**config.mk**
```make
export PLATFORM = sky130hd
export DESIGN_NAME = rx_data_sampler_flat
export DESIGN_NICKNAME = d
export VERILOG_FILES = /design/src/rtl/uart_rx_pkg.sv /design/src/rtl/rx_data_sampler_if.sv /design/src/rtl/rx_bit_timer.sv /design/src/rtl/rx_data_sampler.sv /design/src/flat_wrapper.sv
export SDC_FILE = /design/constraint.sdc
export NUM_CORES = 1
export LEC_CHECK = 0
export CORE_UTILIZATION = 65
export DETAILED_ROUTE_END_ITERATION = 10
export DONT_BUFFER_PORTS = 1
export GPL_TIMING_DRIVEN = 0
export PLACE_DENSITY = 0.81
export SLEW_MARGIN = 20
export SYNTH_ARGS = -nofsm -noshare
export SYNTH_HDL_FRONTEND = slang
export SYNTH_SLANG_ARGS = --single-unit
```
**constraint.sdc**
```tcl
create_clock -name clk -period 4.8 [get_ports clk]
set_input_delay 0.96 -clock clk [delete_from_list [all_inputs] [get_ports clk]]
set_output_delay 0.96 -clock clk [all_outputs]
set_load 0.005 [all_outputs]
```
**src/rtl/uart_rx_pkg.sv**
```systemverilog
// Shared UART Rx definitions: frame state codes and widths used by the start detector and the data sampler.
// Codes depending on data width are exposed as functions so each importer can size them from its own parameter.
package uart_rx_pkg;

    localparam int Rx_IDLE            = 0;
    localparam int Rx_START_BIT       = 1;
    localparam int Rx_DATA_BIT_0      = 2;
    localparam int DEFAULT_DATA_WIDTH = 8;
    localparam int NUMBER_OF_BITS     = DEFAULT_DATA_WIDTH + 3;

    function automatic int rx_parity_state(input int data_width);
        return data_width + 2;
    endfunction

    function automatic int rx_stop_state(input int data_width);
        return data_width + 3;
    endfunction

    function automatic int rx_state_width(input int data_width);
        return $clog2(data_width + 4);
    endfunction

endpackage

```
**src/rtl/rx_data_sampler_if.sv**
```systemverilog
// Serial line in / assembled frame out between the Rx front end and the data sampler.
// master drives the line and start level; slave (the sampler) drives the frame results and its state.
interface rx_data_sampler_if #(
    parameter int INPUT_DATA_WIDTH = 8
);
    localparam int STATE_WIDTH = uart_rx_pkg::rx_state_width(INPUT_DATA_WIDTH);

    logic                        serial_in_synced;
    logic                        start_detected;
    logic [INPUT_DATA_WIDTH-1:0] received_data;
    logic                        data_valid;
    logic                        parity_error;
    logic                        framing_error;
    logic [STATE_WIDTH-1:0]      state;

    modport master (
        output serial_in_synced, start_detected,
        input  received_data, data_valid, parity_error, framing_error, state
    );

    modport slave (
        input  serial_in_synced, start_detected,
        output received_data, data_valid, parity_error, framing_error, state
    );

endinterface

```
**src/rtl/rx_bit_timer.sv**
```systemverilog
// Per-bit clock counter; sample_tick pulses at mid start bit (half_sel) or at the end of a full bit period.
// Counter restarts from 0 whenever clear is high; no backpressure.
module rx_bit_timer #(
    parameter int CLOCKS_PER_BIT = 5000
) (
    input  logic clk,
    input  logic reset,
    input  logic clear,
    input  logic half_sel,
    output logic sample_tick
);
    localparam int CW   = (CLOCKS_PER_BIT > 1) ? $clog2(CLOCKS_PER_BIT) : 1;
    localparam int HALF = CLOCKS_PER_BIT / 2;
    localparam logic [CW-1:0] HALF_LAST = CW'(HALF - 1);
    localparam logic [CW-1:0] FULL_LAST = CW'(CLOCKS_PER_BIT - 1);

    logic [CW-1:0] count;

    always_ff @(posedge clk) begin
        if (reset || clear) begin
            count <= '0;
        end else begin
            count <= count + CW'(1);
        end
    end

    assign sample_tick = half_sel ? (count == HALF_LAST) : (count == FULL_LAST);

endmodule

```
**src/rtl/rx_data_sampler.sv**
```systemverilog
// UART Rx frame FSM: samples start/data/parity/stop at bit centres, assembles LSB-first, flags parity/framing errors.
// data_valid pulses HALF + (W + P + 1) * CLOCKS_PER_BIT + 1 cycles after the start edge; no backpressure.
module rx_data_sampler
    import uart_rx_pkg::*;
#(
    parameter int INPUT_DATA_WIDTH = 8,
    parameter int PARITY_ENABLED   = 1,
    parameter int CLOCKS_PER_BIT   = 5000
) (
    input  logic               clk,
    input  logic               reset,
    rx_data_sampler_if.slave   bus
);
    localparam int SW = rx_state_width(INPUT_DATA_WIDTH);

    typedef enum logic [SW-1:0] {
        S_IDLE   = SW'(Rx_IDLE),
        S_START  = SW'(Rx_START_BIT),
        S_DATA0  = SW'(Rx_DATA_BIT_0),
        S_PARITY = SW'(rx_parity_state(INPUT_DATA_WIDTH)),
        S_STOP   = SW'(rx_stop_state(INPUT_DATA_WIDTH))
    } rx_state_t;

    localparam rx_state_t S_LAST_DATA = rx_state_t'(SW'(Rx_DATA_BIT_0 + INPUT_DATA_WIDTH - 1));

    rx_state_t                   state, state_nxt;
    logic                        start_q;
    logic [INPUT_DATA_WIDTH-1:0] shift_reg;
    logic                        parity_bad;
    logic [INPUT_DATA_WIDTH-1:0] received_data;
    logic                        data_valid, parity_error, framing_error;
    logic                        half_sel, sample_tick, timer_clear;
    logic                        frame_start, capture_data, capture_parity, finish;
    logic                        line;

    assign line = bus.serial_in_synced;

    always_ff @(posedge clk) begin
        if (reset) begin
            state <= S_IDLE;
        end else begin
            state <= state_nxt;
        end
    end

    always_comb begin
        state_nxt      = state;
        half_sel       = 1'b0;
        frame_start    = 1'b0;
        capture_data   = 1'b0;
        capture_parity = 1'b0;
        finish         = 1'b0;
        if (state == S_IDLE) begin
            if (bus.start_detected && !start_q) begin
                state_nxt   = S_START;
                frame_start = 1'b1;
            end
        end else if (state == S_START) begin
            half_sel = 1'b1;
            if (sample_tick) begin
                state_nxt = line ? S_IDLE : S_DATA0;
            end
        end else if (state >= S_DATA0 && state <= S_LAST_DATA) begin
            if (sample_tick) begin
                capture_data = 1'b1;
                if (state != S_LAST_DATA) begin
                    state_nxt = rx_state_t'(state + SW'(1));
                end else if (PARITY_ENABLED != 0) begin
                    state_nxt = S_PARITY;
                end else begin
                    state_nxt = S_STOP;
                end
            end
        end else if (PARITY_ENABLED != 0 && state == S_PARITY) begin
            if (sample_tick) begin
                capture_parity = 1'b1;
                state_nxt      = S_STOP;
            end
        end else if (state == S_STOP) begin
            if (sample_tick) begin
                finish    = 1'b1;
                state_nxt = S_IDLE;
            end
        end else begin
            state_nxt = S_IDLE;
        end
    end

    // Counter restarts on every state change and stays parked while idle.
    assign timer_clear = (state_nxt != state) || (state == S_IDLE);

    rx_bit_timer #(.CLOCKS_PER_BIT(CLOCKS_PER_BIT)) u_bit_timer (
        .clk         (clk),
        .reset       (reset),
        .clear       (timer_clear),
        .half_sel    (half_sel),
        .sample_tick (sample_tick)
    );

    // start_q resets high so a start level held through reset is not mistaken for an edge.
    always_ff @(posedge clk) begin
        if (reset) begin
            start_q       <= 1'b1;
            shift_reg     <= '0;
            parity_bad    <= 1'b0;
            received_data <= '0;
            data_valid    <= 1'b0;
            parity_error  <= 1'b0;
            framing_error <= 1'b0;
        end else begin
            start_q    <= bus.start_detected;
            data_valid <= finish;
            if (frame_start) begin
                shift_reg  <= '0;
                parity_bad <= 1'b0;
            end
            if (capture_data) begin
                for (int k = 0; k < INPUT_DATA_WIDTH; k++) begin
                    if (state == rx_state_t'(SW'(Rx_DATA_BIT_0 + k))) begin
                        shift_reg[k] <= line;
                    end
                end
            end
            if (capture_parity) begin
                parity_bad <= line ^ (^shift_reg);
            end
            if (finish) begin
                received_data <= shift_reg;
                parity_error  <= (PARITY_ENABLED != 0) && parity_bad;
                framing_error <= ~line;
            end
        end
    end

    assign bus.state         = state;
    assign bus.received_data = received_data;
    assign bus.data_valid    = data_valid;
    assign bus.parity_error  = parity_error;
    assign bus.framing_error = framing_error;

    assert property (@(posedge clk) disable iff (reset) state <= S_STOP);
    assert property (@(posedge clk) disable iff (reset) data_valid |=> !data_valid);

endmodule

```
**src/flat_wrapper.sv**
```systemverilog
// flat-port wrapper written by rule: the top's interface ports become plain ports
module rx_data_sampler_flat import uart_rx_pkg::*;
#(
    parameter int INPUT_DATA_WIDTH = 8,
    parameter int PARITY_ENABLED   = 1,
    parameter int CLOCKS_PER_BIT   = 5000
)
  (clk, reset, bus_serial_in_synced, bus_start_detected, bus_received_data, bus_data_valid, bus_parity_error, bus_framing_error, bus_state);
  rx_data_sampler_if #(.INPUT_DATA_WIDTH(INPUT_DATA_WIDTH)) bus_i ();
  input  logic clk;
  input  logic reset;
  input wire logic [$bits(bus_i.serial_in_synced)-1:0] bus_serial_in_synced;
  input wire logic [$bits(bus_i.start_detected)-1:0] bus_start_detected;
  output wire logic [$bits(bus_i.received_data)-1:0] bus_received_data;
  output wire logic [$bits(bus_i.data_valid)-1:0] bus_data_valid;
  output wire logic [$bits(bus_i.parity_error)-1:0] bus_parity_error;
  output wire logic [$bits(bus_i.framing_error)-1:0] bus_framing_error;
  output wire logic [$bits(bus_i.state)-1:0] bus_state;
  assign bus_i.serial_in_synced = bus_serial_in_synced;
  assign bus_i.start_detected = bus_start_detected;
  assign bus_received_data = bus_i.received_data;
  assign bus_data_valid = bus_i.data_valid;
  assign bus_parity_error = bus_i.parity_error;
  assign bus_framing_error = bus_i.framing_error;
  assign bus_state = bus_i.state;
  rx_data_sampler #(.INPUT_DATA_WIDTH(INPUT_DATA_WIDTH), .PARITY_ENABLED(PARITY_ENABLED), .CLOCKS_PER_BIT(CLOCKS_PER_BIT)) u_core (.clk(clk), .reset(reset), .bus(bus_i));
endmodule
```
# Yosys cells after proc, flatten, opt, wreduce, memory -nomap -nowiden
# Cells that the tools add are included.
# W data, S select, Z words.
[totals] out_inout_bits=15 inputBits=4 reg_bits=38
[classes] muxes=42 n_eq_ne=15 add_sub_neg=2 bitwise=2 n_reduce_logical=8 n_lt_le_gt_ge=2
[ops] op="$mux W4" n=11
[ops] op="$mux W1" n=28
[ops] op="$eq A4 B3 Y1 const B" n=4
[ops] op="$eq A4 B4 Y1 const B" n=4
[ops] op="$mux W8" n=2
[ops] op="$add A13 B1 Y13 const B" n=1
[ops] op="$eq A13 B12 Y1 const B" n=1
[ops] op="$eq A13 B13 Y1 const B" n=1
[ops] op="$eq A4 B2 Y1 const B" n=2
[ops] op="$reduce_xor A8 Y1" n=1
[ops] op="$add A4 B1 Y4 const B" n=1
[ops] op="$eq A4 B1 Y1 const B" n=1
[ops] op="$ge A4 B2 Y1 const B" n=1
[ops] op="$le A4 B4 Y1 const B" n=1
[ops] op="$logic_not A4 Y1" n=1
[ops] op="$ne A4 B4 Y1" n=1
[ops] op="$ne A4 B4 Y1 const B" n=1
[ops] op="$logic_and A1 B1 Y1" n=2
[ops] op="$logic_or A1 B1 Y1" n=2
[ops] op="$mux W2" n=1
[ops] op="$reduce_bool A2 Y1" n=1
[ops] op="$logic_not A1 Y1" n=1
[ops] op="$not A1 Y1" n=1
[ops] op="$xor A1 B1 Y1" n=1

# Longest topological paths before layout
# Gate-level depths: netlist of run 1.
[depth] word_depth=13 mapped_depth=11

# Modules after synthesis
# From an unflattened synthesis of run 1, not the netlist that was laid out.
[unflattened] cells_unflattened=263 area_unflattened_um2=2218.4
[by_module_without_submodules] mod="rx_data_sampler" n_inst=1 area_per_inst_um2=1586.5 seq_area_each_um2=500.5 cells_per_inst=192
[by_module_without_submodules] mod="rx_bit_timer" n_inst=1 area_per_inst_um2=631.9 seq_area_each_um2=260.2 cells_per_inst=71

# Least setup slack after synthesis of run 1
# No wires, ideal clock.
[synth_path] kind="flip-flop to flip-flop" start="register u_core.state[1], in the netlist u_core.bus.state[1]" end="register u_core.u_bit_timer.count[12]" arrival_ns=2.387 setup_slack_ns=2.275 path_stages_with_launch=11 t_required_ns=4.663 setup_time_ns=0.137 synth_period_minus_slack_ns=2.525 cell_sequence="dfxtp_1 clkbuf_1 inv_1 ha_1 or3b_4 nor4_4 o21ai_1 and2_1 o311ai_4 buf_6 nor3_2"
[synth_via] elab_chain_len=13 word_cells_on_any_way=26 cone_classes="add/sub: 1; order compare: 2; eq/ne: 5; mux: 14; reduce/logical: 4"
[synth_rtl] element="start: declaration" line="rx_data_sampler.sv:26" text="rx_state_t state, state_nxt;"
[synth_rtl] element="start signal: assignment" line="rx_data_sampler.sv:42" text="state <= state_nxt;"
[synth_rtl] element="$eq A4 B1 Y1" line="rx_data_sampler.sv:58" text="end else if (state == S_START) begin"
[synth_rtl] element="$mux W1" line="rx_data_sampler.sv:58"
[synth_rtl] element="$mux W1" line="rx_data_sampler.sv:53" text="if (state == S_IDLE) begin"
[synth_rtl] element="$mux W1" line="rx_bit_timer.sv:27" text="assign sample_tick = half_sel ? (count == HALF_LAST) : (count == FULL_LAST);"
[synth_rtl] element="$mux W4" line="rx_data_sampler.sv:80" text="if (sample_tick) begin"
[synth_rtl] element="$mux W4" line="rx_data_sampler.sv:79" text="end else if (state == S_STOP) begin"
[synth_rtl] element="$mux W4" line="rx_data_sampler.sv:74" text="end else if (PARITY_ENABLED != 0 && state == S_PARITY) begin"
[synth_rtl] element="$mux W4" line="rx_data_sampler.sv:63" text="end else if (state >= S_DATA0 && state <= S_LAST_DATA) begin"
[synth_rtl] element="$mux W4" line="rx_data_sampler.sv:58"
[synth_rtl] element="$mux W4" line="rx_data_sampler.sv:53"
[synth_rtl] element="$ne A4 B4 Y1" line="rx_data_sampler.sv:90" text="assign timer_clear = (state_nxt != state) || (state == S_IDLE);"
[synth_rtl] element="$logic_or A1 B1 Y1 (*)" line="rx_data_sampler.sv:90"
[synth_rtl] element="$logic_or A1 B1 Y1 (*)" line="rx_bit_timer.sv:20" text="if (reset || clear) begin"
[synth_rtl] element="end signal: assignment" line="rx_bit_timer.sv:23" text="count <= count + CW'(1);"
[synth_rtl] element="end: declaration" line="rx_bit_timer.sv:17" text="logic [CW-1:0] count;"
# Mark *: on every way between the ends. The rest lies on a longest branch, timed or not.
# A chain may end at the register's enable or synchronous reset.

# Final worst setup path of run 1
[layout_path] start="register u_core.state[1], in the netlist u_core.bus.state[1]" end="register u_core.u_bit_timer.count[6]"
# The elaborated chain is that of the path after synthesis.

==> metrics.cfg, run 1 <==
[status]
status = finished clean

[synth]
ys_seq_area_frac = 0.352
ys_types = 51
yosysTopAreaCellShare = 0.352
ys_top_cells_by_area = dfxtp_1 35%, xnor2_1 6.1%, mux2i_1 6.0%, nor2_1 4.0%, ha_1 3.5%
syn-instance-count = 242
synth_area_per_cell_um2 = 8.94
synth-edff-count = 0
ys_ff_latch = 38
syn-num-nets = 252
ys.flop_type = dfxtp_1
yosys_warnings = 0
synth_area_um2 = 2160
synth-async-reset-ratio = 0
synth_top_area_cell = dfxtp_1

[timing]
hold_violations = 0
maxSlewViolCount = 0
finalSetupTns_ns = 0
rsz0062_at_grt = false
fin_crit_sh = 0.628
worst_pin_slew_ns = 0.751
finalSetupViolCount = 0
relSlewSlack = 0.486
fmax_mhz = 332
skew_ns = 0.00733
layout_min_cycle_time_ns = 3.01

[global_routing]
grt_pass1_wl_um = 7410
grt.total_usage = 0.281
grt-ovfl-total = 0
antenna_found_initial = 0
grt_max_degree = 12
grt_pass1_vias = 1599

[floorplanning]
dieArea_um2 = 3560
start_util = 0.697
coreArea_um2 = 3100
num_rows = 20
die_w_um = 59.7
chipHeight_um = 59.7
ioPinCount = 19

[place]
postPlaceCellArea_um2 = 2220
io_buffers = 0
finalWeightedCongestion = 0.927
hpwl_um = 3400

[critical_path]
cp_cell_sequence = clkbuf_1, inv_1, ha_1, or3b_4, o2111a_1, o21ai_1, and2_1, o311ai_4, buf_6, nor3_2
cp-start-kind = flop
path_max_fanout = 10
slowest_stage = or3b_4
rr_startpoint = u_core.bus.state[1]
crit_start = u_core.bus.state[1]
crit_type = reg -> reg
max_stage_delay_ns = 0.45
cp.arrival_ns = 3.28
cp-end-kind = flop
critPathRequiredTime_ns = 5.07

[routing]
drtAntennaViolNets = 0
drc = 0
drt_pass1_iterations = 4
wl_met1_um = 2160
wl_met2_um = 2080
highest_layer = met4
wl_per_cell_um = 15.8
wl_um = 4620
wl_met3_um = 272
vias = 1836
drt_iter0_markers = 73
vias_per_cell = 6.27

[clock_network]
root_buffer = clkbuf_4
h-tree-depth = 2
post_cts_resized = 0
clock_latency_ns = 0.34
tritoncts = yes
postCtsSetupRepairBufs = 0
cts_buffer_depth = 2
cts.sinks = 38
hold_buffers = 0
numCtsBuffers = 5
clk_pin_slew_ns = 0.10

[power]
internal_power_w = 0.000423
ir_drop_v = 0.000172
clock_power_share = 0.241
power_switching_w = 0.000203
p_seq_frac = 0.524
p_per_area_nw_per_um2 = 276
switching_share = 0.325
p_comb_frac = 0.235
power.leakage_nw = 0.808

[run]
maxCapViolCount = 0

[layout]
fillers = 283
largest_register_ffs = 13
layout_commonest_cell = dfxtp_1
drive_gt1_frac = 0.116
area_delta_synth_final_pct = 4.74
design_area_um2 = 2270
insertedDiodeCount = 0
layout_common_cells = 38 x dfxtp_1, 23 x nor2_1, 15 x xnor2_1
nets = 259

[min_path]
hold_start = u_core.u_bit_timer.count[0]
hold_path_class = reg -> reg

==> Yosys cell counts (all sizes together) (6+ instances only) <==
library cell,n
nand3,11
nand2,13
nand4b,8
mux2i,13
clkbuf,10
nor3,19
xnor2,15
a21oi,6
ha,6
nor2,23
o21ai,14
dfxtp,38
==> final cells by class <==
class,count,area (um^2),area share
buffer,13,61.3,0.0271
multi-input combinational,186,1320,0.584
clock buffer,5,37.5,0.0166
clock inverter,2,10.0,0.00442
inverter,5,18.8,0.00828
sequential,38,761,0.336
tap,44,55.1,0.0243
==> worst max-delay path, delay by kind of cell (launching register included) <==
kind	cells	cell delay [ns]
buffers and inverters	3	0.65
flip-flops	1	0.36
adder cells (fa/ha/maj)	1	0.29
AND/OR/NAND/NOR	3	0.86
AO/OA/AOI/OAI	3	0.77
==> through the flow <==
step,hold WS [ns],power (W),utilization,setup WS (ns),std cells
finish,0.482,0.000626,0.730,1.79,293
global route,0.507,0.000659,0.730,1.58,293
CTS,0.488,0.000628,0.730,1.84,293
detailed placement,0.474,0.000478,0.715,1.85,286
global placement,0.464,0.000477,0.715,1.89,286
floorplan,0.445,0.000448,-,2.28,242
==> kinds of logic after synthesis <==
kind of cell               synth area share
and+or+nand+nor                       0.305
AOI/OAI and AO/OA                     0.130
DFF                                   0.352
xor gates and xnor gates             0.0810
buffers and inverters                0.0370
muxes                                0.0601
adders and majority gates            0.0347
==> metal layers <==
| layer | GRT usage | up-vias |
|---|---|---|
| li1 | - | 890 |
| met1 | 0.379 | 867 |
| met2 | 0.437 | 65 |
| met3 | 0.0606 | 14 |
| met4 | 0.106 | 0 |
| met5 | 0 | - |
==> final timing paths <==
check / to / slack, ns / cells past startpoint
worst max-delay path: u_core.u_bit_timer.count[6] / 1.79 / 10
worst max register to register: u_core.u_bit_timer.count[6] / 1.79 / 10
worst min-delay path: u_core.u_bit_timer.count[0] / 0.48 / 1
worst min register to register: u_core.u_bit_timer.count[0] / 0.48 / 1
==> power groups by stage <==
stage | Combinational [W] | Sequential, W | Clock (W)
finish | 0.000147 | 0.000328 | 0.000151
global route | 0.000163 | 0.000329 | 0.000167
CTS | 0.000143 | 0.000328 | 0.000157
detailed placement | 0.000143 | 0.000335 | 0
global placement | 0.000142 | 0.000335 | 0
floorplan | 0.000115 | 0.000333 | 0
No activity file was read; power rests on OpenSTA's default activity.
==> inputs of run 2 (changes only) <==
- CORE_UTILIZATION: 65 -> 63
- PLACE_DENSITY: 0.81 -> 0.79
- clock period: 4.8 -> 2.9 ns (I/O delays scaled with it)
==> run 2 against run 1 <==
  * Critical path depth unchanged
  * Cell area up 2.4%
  * Clock-buffer cell count up 1
  * Critical endpoint is now u_core.u_bit_timer.count[0]
  * Maximum frequency up 9.4%
  * Power up 76%
  * Combinational power up 76%
  * Critical path type unchanged
  * Highest routed layer unchanged
==> metrics.cfg, run 2 (synthesized netlist as in run 1, its figures left out) <==
[critical_path]
rr_startpoint = u_core.bus.state[1]
reg2regPathDepth = 10
cp-start-kind = flop
r2r_setup_slack_ns = 0.15
cp-end-kind = flop
critPathRequiredTime_ns = 3.17
cp.arrival_ns = 3.02
path_max_fanout = 8
r2r-end = u_core.u_bit_timer.count[0]
crit_type = reg -> reg

[routing]
wl_um = 4810
drtAntennaViolNets = 0
drc = 0
wl_per_cell_um = 16.2
vias = 1806
vias_per_cell = 6.10
drt_pass1_iterations = 4
drt_iter0_markers = 108

[power]
power.leakage_nw = 0.833
p_comb_frac = 0.235
p_per_area_nw_per_um2 = 474
clock_power_share = 0.271
p_seq_frac = 0.494
internal_power_w = 0.000737
ir_drop_v = 0.000342
switching_share = 0.330
power_switching_w = 0.000363

[clock_network]
cts.sinks = 38
cts_buffer_depth = 2
tritoncts = yes
h-tree-depth = 2
clk_pin_slew_ns = 0.12
numCtsBuffers = 5
clock_latency_ns = 0.35
root_buffer = clkbuf_4

[layout]
area_delta_synth_final_pct = 7.29
nets = 261
layout_commonest_cell = dfxtp_1
utilization = 0.736
insertedDiodeCount = 0
layout_common_cells = 38 x dfxtp_1, 23 x nor2_1, 15 x xnor2_1
drive_gt1_frac = 0.151
largest_register_ffs = 13

[timing]
skew_ns = 0.0109
finalSetupTns_ns = 0
worst_pin_slew_ns = 0.805
layout_min_cycle_time_ns = 2.75
maxSlewViolCount = 0
fin_crit_sh = 0.950
relSlewSlack = 0.457
finalSetupViolCount = 0
fmax_mhz = 363
hold_violations = 0

[min_path]
hold_depth = 1
hold_end = u_core.start_q
hold_start = bus_start_detected
hold_path_class = in -> reg

[floorplanning]
num_rows = 20
chipHeight_um = 60.6
ioPinCount = 19
dieArea_um2 = 3670
die_w_um = 60.6
start_util = 0.686
coreArea_um2 = 3150

[place]
hpwl_um = 3580
finalWeightedCongestion = 0.930
io_buffers = 0

[global_routing]
grt_pass1_wl_um = 7990
grt.total_usage = 0.296
grtUsageMet2 = 0.460
grt-ovfl-total = 0
grt_max_degree = 13
antenna_found_initial = 0
grt_pass1_vias = 1707
grtUsageMet3 = 0.0640
met1_usage = 0.418
grt.busiest_layer = met2

[status]
status = finished clean

[run]
maxCapViolCount = 0

## run 2: power by group through the flow
| stage | registers, W | clock network, W | logic [W] |
|---|---|---|---|
| after floorplan | 0.000552 | 0 | 0.000190 |
| after global placement | 0.000554 | 0 | 0.000239 |
| after detailed placement | 0.000555 | 0 | 0.000240 |
| after CTS | 0.000543 | 0.000303 | 0.000242 |
| after global routing | 0.000546 | 0.000324 | 0.000284 |
| final | 0.000543 | 0.000298 | 0.000259 |
## run 2: critical path, cell delays in order, from the launching register on
cell	delay, ns
dfxtp_1	0.37
clkbuf_2	0.19
inv_2	0.15
ha_2	0.23
or3b_4	0.44
o2111a_1	0.29
o21a_2	0.26
o211ai_2	0.22
o311ai_4	0.15
buf_4	0.17
nor4b_2	0.21
## run 2: worst max path at each step
stage | from | endpoint
after global placement | u_core.bus.state[1] | u_core.u_bit_timer.count[0]
after global routing | u_core.bus.state[1] | u_core.u_bit_timer.count[3]
after CTS | u_core.bus.state[1] | u_core.u_bit_timer.count[7]
after floorplan | u_core.bus.state[1] | u_core.u_bit_timer.count[12]
after detailed placement | u_core.bus.state[1] | u_core.u_bit_timer.count[7]
final | u_core.bus.state[1] | u_core.u_bit_timer.count[0]
## run 2: timing repair
| action | CTS | global route |
|---|---|---|
| pin swaps | 0 | 2 |
| gates resized for setup | 1 | 10 |
| hold buffers | 0 | 0 |
| setup endpoints to repair | 9 | 22 |
| buffers inserted | 0 | 2 |
| cloned | 0 | 0 |
## run 2: metal layers
metal | vias up | wire (um)
li1 | 896 | -
met1 | 844 | 2340
met2 | 60 | 2160
met3 | 6 | 253
met4 | 0 | 55
met5 | - | 0
## run 2: stage by stage
| stage | hold slack, ns | instance area (um^2) | setup slack, ns | power (W) | cells |
|---|---|---|---|---|---|
| 2_1_floorplan | 0.445 | 2160 | 0.375 | 0.000742 | 242 |
| 3_3_place_gp | 0.465 | 2220 | 0.0322 | 0.000793 | 286 |
| 5_1_grt | 0.319 | 2320 | -0.00794 | 0.00115 | 296 |
| 3_5_place_dp | 0.469 | 2220 | 0.0101 | 0.000795 | 286 |
| 6_report | 0.332 | 2320 | 0.145 | 0.00110 | 296 |
| 4_1_cts | 0.327 | 2280 | 0.0498 | 0.00109 | 294 |
## run 2: final cells by class
cell class                      count  area (um^2)
Tap cell                           44         55.1
Multi-Input combinational cell    186         1330
Inverter                            5         18.8
Buffer                             13         65.1
Clock buffer                        6         51.3
Sequential cell                    38          761
Timing Repair Buffer                2         27.5
Fill cell                         272          832
Clock inverter                      2         12.5
